$ cat src/rtl/gpu_instruction_fifo.sv
// Instruction FIFO between the decoder and the draw engines: first-word-fall-through, valid/ready output.
// Optional registered almost-full flag enabled by defining GPU_INSTR_FIFO_AFULL_EN.
`ifndef WIDTH_BITS
`define WIDTH_BITS 10
`endif
`ifndef HEIGHT_BITS
`define HEIGHT_BITS 9
`endif
`ifndef CHANNEL_BITS
`define CHANNEL_BITS 8
`endif

module gpu_instruction_fifo #(
  parameter int DEPTH        = 8,
  parameter int AFULL_THRESH = DEPTH - 2,
  localparam int ADDR_BITS   = $clog2(DEPTH)
) (
  input  logic                     clk,
  input  logic                     n_rst,
  input  logic                     push_i,
  input  logic [3:0]               opcode_i,
  input  logic [`WIDTH_BITS-1:0]   x1_i,
  input  logic [`HEIGHT_BITS-1:0]  y1_i,
  input  logic [`WIDTH_BITS-1:0]   x2_i,
  input  logic [`HEIGHT_BITS-1:0]  y2_i,
  input  logic [`WIDTH_BITS-1:0]   rad_i,
  input  logic [2:0]               oct_i,
  input  logic [`CHANNEL_BITS-1:0] r_i,
  input  logic [`CHANNEL_BITS-1:0] g_i,
  input  logic [`CHANNEL_BITS-1:0] b_i,
  input  logic                     clear_i,
  input  logic                     ready_i,
  output logic                     valid_o,
  output logic [3:0]               opcode_o,
  output logic [`WIDTH_BITS-1:0]   x1_o,
  output logic [`HEIGHT_BITS-1:0]  y1_o,
  output logic [`WIDTH_BITS-1:0]   x2_o,
  output logic [`HEIGHT_BITS-1:0]  y2_o,
  output logic [`WIDTH_BITS-1:0]   rad_o,
  output logic [2:0]               oct_o,
  output logic [`CHANNEL_BITS-1:0] r_o,
  output logic [`CHANNEL_BITS-1:0] g_o,
  output logic [`CHANNEL_BITS-1:0] b_o,
  output logic [ADDR_BITS:0]       count_o,
  output logic                     full_o,
  output logic                     empty_o,
  output logic                     overflow_o,
  output logic                     afull_o
);

  localparam int CNT_W  = ADDR_BITS + 1;
  localparam int WORD_W = 4 + 3 * `WIDTH_BITS + 2 * `HEIGHT_BITS + 3 + 3 * `CHANNEL_BITS;

  logic [WORD_W-1:0]    mem_q [DEPTH];
  logic [ADDR_BITS-1:0] wr_ptr_q, wr_ptr_d;
  logic [ADDR_BITS-1:0] rd_ptr_q, rd_ptr_d;
  logic [CNT_W-1:0]     count_q, count_d;
  logic                 overflow_q, overflow_d;
  logic                 full_s, empty_s, pop_s, push_acc_s, drop_s;
  logic [WORD_W-1:0]    wr_word_s;

  assign full_s     = (count_q == CNT_W'(DEPTH));
  assign empty_s    = (count_q == {CNT_W{1'b0}});
  assign pop_s      = !empty_s && ready_i;
  assign push_acc_s = push_i && (!full_s || pop_s);
  assign drop_s     = push_i && full_s && !pop_s;
  assign wr_word_s  = {opcode_i, x1_i, y1_i, x2_i, y2_i, rad_i, oct_i, r_i, g_i, b_i};

  // Next-state for pointers, occupancy and the sticky overflow flag; clear_i wins over push/pop.
  always_comb begin
    wr_ptr_d   = wr_ptr_q;
    rd_ptr_d   = rd_ptr_q;
    count_d    = count_q;
    overflow_d = overflow_q;
    if (clear_i) begin
      wr_ptr_d   = {ADDR_BITS{1'b0}};
      rd_ptr_d   = {ADDR_BITS{1'b0}};
      count_d    = {CNT_W{1'b0}};
      overflow_d = 1'b0;
    end else begin
      if (push_acc_s) begin
        wr_ptr_d = wr_ptr_q + ADDR_BITS'(1'b1);
      end else begin
        wr_ptr_d = wr_ptr_q;
      end
      if (pop_s) begin
        rd_ptr_d = rd_ptr_q + ADDR_BITS'(1'b1);
      end else begin
        rd_ptr_d = rd_ptr_q;
      end
      case ({push_acc_s, pop_s})
        2'b10:   count_d = count_q + CNT_W'(1'b1);
        2'b01:   count_d = count_q - CNT_W'(1'b1);
        default: count_d = count_q;
      endcase
      overflow_d = overflow_q | drop_s;
    end
  end

  // Control state registers.
  always_ff @(posedge clk or negedge n_rst) begin
    if (!n_rst) begin
      wr_ptr_q   <= {ADDR_BITS{1'b0}};
      rd_ptr_q   <= {ADDR_BITS{1'b0}};
      count_q    <= {CNT_W{1'b0}};
      overflow_q <= 1'b0;
    end else begin
      wr_ptr_q   <= wr_ptr_d;
      rd_ptr_q   <= rd_ptr_d;
      count_q    <= count_d;
      overflow_q <= overflow_d;
    end
  end

  // Entry storage is deliberately not reset; head fields are only meaningful while valid_o is high.
  always_ff @(posedge clk) begin
    if (push_acc_s && !clear_i) begin
      mem_q[wr_ptr_q] <= wr_word_s;
    end else begin
      mem_q[wr_ptr_q] <= mem_q[wr_ptr_q];
    end
  end

  assign {opcode_o, x1_o, y1_o, x2_o, y2_o, rad_o, oct_o, r_o, g_o, b_o} = mem_q[rd_ptr_q];

  assign count_o    = count_q;
  assign full_o     = full_s;
  assign empty_o    = empty_s;
  assign valid_o    = !empty_s;
  assign overflow_o = overflow_q;

`ifdef GPU_INSTR_FIFO_AFULL_EN
  logic afull_q, afull_d;

  assign afull_d = (count_d >= CNT_W'(AFULL_THRESH));

  // Almost-full tracks the occupancy that count_q takes on the same edge.
  always_ff @(posedge clk or negedge n_rst) begin
    if (!n_rst) begin
      afull_q <= 1'b0;
    end else begin
      afull_q <= afull_d;
    end
  end

  assign afull_o = afull_q;
`else
  logic unused_afull_thresh_s;
  assign unused_afull_thresh_s = (AFULL_THRESH == 0);
  assign afull_o = 1'b0;
`endif

endmodule

$ cat config.mk
export PLATFORM = sky130hd
export DESIGN_NAME = gpu_instruction_fifo
export DESIGN_NICKNAME = d
export VERILOG_FILES = /design/src/rtl/gpu_instruction_fifo.sv
export SDC_FILE = /design/constraint.sdc
export NUM_CORES = 1
export LEC_CHECK = 0
export CORE_MARGIN = 2
export CORE_UTILIZATION = 53
export CTS_CLUSTER_DIAMETER = 50
export CTS_CLUSTER_SIZE = 10
export DETAILED_ROUTE_END_ITERATION = 6
export PLACE_DENSITY = 0.77
export SYNTH_ARGS = -nofsm -noshare
export SYNTH_HDL_FRONTEND = slang
export SYNTH_SLANG_ARGS = --single-unit
$ cat constraint.sdc
create_clock -name clk -period 10.6 [get_ports clk]
set_clock_uncertainty 0.1 [all_clocks]
set_input_delay 3.18 -clock clk [delete_from_list [all_inputs] [get_ports clk]]
set_output_delay 3.18 -clock clk [all_outputs]
set_load 0.01 [all_outputs]
==> flow_metrics.tcl <==
set metrics [dict create \
    grt_max_degree 89 \
    cts_tree "yes" \
    syn_nets 1087 \
    synth_area_um2 24500 \
    yosysSeqAreaShare 0.786 \
    drt-pass1-iter-count 5 \
    die_area_um2 48000 \
    layout_commonest_cell "edfxtp_1" \
    worst_ep_required_time_ns 7.32 \
    drt_iter0_drc 872 \
    synth-edff-count 632 \
    p_leak_nw 9.02 \
    synth_top_area_share 0.775 \
    floorplan.initialDensity 0.539 \
    drive_gt1_frac 0.292 \
    ir_drop_uv 148 \
    rsz0062_at_grt "false" \
    syn_area_per_cell_um2 24.5 \
    powerDensity_nw_per_um2 221 \
    grtUsageMet2 0.342 \
    placeableCoreArea_um2 45500 \
    clkLatencyLatePin_ns 0.58 \
    grt_use_met1 0.270 \
    endpoint_kind "output pin" \
    slew_viol_final 0 \
    grt_pass1_wl_mm 71.4 \
    crit_type "flop to output pin" \
    hold_path_class "flop to flop" \
    arrival_ns 3.94 \
    worst_pin_slew_ns 1.05 \
    met3_usage 0.0406 \
    postRouteAntennaNets 0 \
    clk_path_buf_depth 3 \
    cts_resized 0 \
    hold_violations 0 \
    die_height_um 219 \
    cts.hold.buffers_added 0 \
    finish.utilization 0.638 \
    grt_pass1_vias 11734 \
    avgRoutedWirePerCell_um 25.4 \
    synth.distinct_cells 40 \
    drt-total-wl_mm 46.7 \
    layout_common_cells "edfxtp_1, clkdlybuf4s50_1, mux4_2" \
    status "complete, no violations" \
    die_x_um 219 \
    cts_sinks 643 \
    synth_top_cell_by_area "edfxtp_1" \
    root_buffer "clkbuf_16" \
    ys_warn_count 0 \
    antenna_found_initial 1 \
    ios 172 \
    hpwl_mm 24.1 \
    fin_setup_tns_ns 0 \
    maxCapViolCount 0 \
    clk_pin_slew_ns 0.05 \
    start_kind "flop" \
    syn_to_final_growth_pct 18.4 \
    syn_inst 998 \
    avgViaCountPerCell 5.90 \
    worstPathMaxFanout 72 \
    row_count 78 \
    synth-main-ff-cell "edfxtp_1" \
    gp_congestion 0.727 \
    grt_overflow_total 0 \
    numCtsBuffers 76 \
    relSlewSlack 0.302 \
    max_freq_mhz 139 \
    ys_seq_elements 643 \
    fin_crit_ns 7.22 \
    fin_crit_sh 0.681 \
    nets 1306 \
    postCtsSetupRepairBufs 0 \
    gr-usage-all-layers 0.203 \
    async_reset_ff_frac 0.0171 \
    htreeDepth 3 \
    vias 10847 \
    synth_area_leaders "edfxtp_1, mux4_2, mux2_2" \
    finalSetupViolations 0 \
    grt-busiest-layer "met2" \
    hold_slack_ns 0.400 \
    drc 0 \
    port_buffers 170 \
]
[final cells by class]
cell class	count	area [µm²]
Fill cell	2961	16500
Tap cell	600	751
Timing Repair Buffer	191	1870
Clock inverter	13	140
Sequential cell	643	19300
Inverter	5	18.8
Multi-Input combinational cell	300	4980
Antenna cell	2	5.00
Clock buffer	83	1970
[synth_stat cells, drive strengths merged (2+ instances only)]
master,count
ha,4
buf,35
nor3,4
nor2,16
xor2,4
a31oi,2
inv,5
clkbuf,15
mux4,158
o211ai,2
edfxtp,632
mux2,81
dfrtp,11
nand3,3
mux2i,3
nand2,4
[where the power goes]
| part | switching [W] | total (W) | internal [W] |
|---|---|---|---|
| Sequential | 0.0000809 | 0.00294 | 0.00286 |
| Clock | 0.000905 | 0.00226 | 0.00136 |
| Combinational | 0.000495 | 0.00122 | 0.000721 |
[kinds of logic after synthesis]
family / after synthesis / synth area share
other: 1 / 0.000153
buffers and inverters: 55 / 0.0134
multiplexers: 242 / 0.184
XOR/XNOR: 5 / 0.00179
AO/OA/AOI/OAI: 13 / 0.00542
adder cells (fa/ha/maj): 5 / 0.00286
flip-flops: 643 / 0.786
AND/OR/NAND/NOR: 34 / 0.00659
[path summary, 6_finish.rpt]
| path | endpoint | slack [ns] | from | cells after the start |
|---|---|---|---|---|
| max | g_o[7] | 3.38 | rd_ptr_q[1] | 4 |
| min | overflow_o | 0.40 | overflow_o | 2 |
| min in group asynchronous | overflow_o | 2.86 | n_rst | 1 |
| max reg2reg | mem_q[5][47] | 7.25 | count_o[1] | 5 |
| max in group asynchronous | rd_ptr_q[1] | 7.13 | n_rst | 1 |
| min reg2reg | overflow_o | 0.40 | overflow_o | 2 |
[metrics by stage]
| step | area [µm²] | total power (W) | cells | worst slack [ns] |
|---|---|---|---|---|
| 6_report | 29000 | 0.00642 | 1837 | 3.38 |
| 2_1_floorplan | 24500 | 0.00379 | 998 | 0.745 |
| 3_5_place_dp | 26900 | 0.00423 | 1739 | 3.97 |
| 5_1_grt | 29000 | 0.00667 | 1836 | 3.23 |
| 4_1_cts | 29000 | 0.00650 | 1835 | 3.32 |
| 3_3_place_gp | 26900 | 0.00422 | 1739 | 4.00 |
[worst max-delay path: stages (launching register included)]
cell and delay, ns:
dfrtp_4 1.04, buf_4 0.92, mux4_2 0.43, mux2_2 0.29, clkdlybuf4s50_1 0.51
[layer usage]
metal  wire length [µm]  share of wire  up-vias
met5                  0              0        -
met4                865          0.019        0
met3               2730          0.058       59
met2              24000           0.51      320
met1              19100           0.41     5775
li1                   -              -     4693
[flip-flops by register name (all words and copies together), names as in the netlist]
| register | flops |
|---|---|
| count_o | 4 |
| mem_q | 632 |
| overflow_o | 1 |
| rd_ptr_q | 3 |
| wr_ptr_q | 3 |
(Power assumes the default switching activity.)
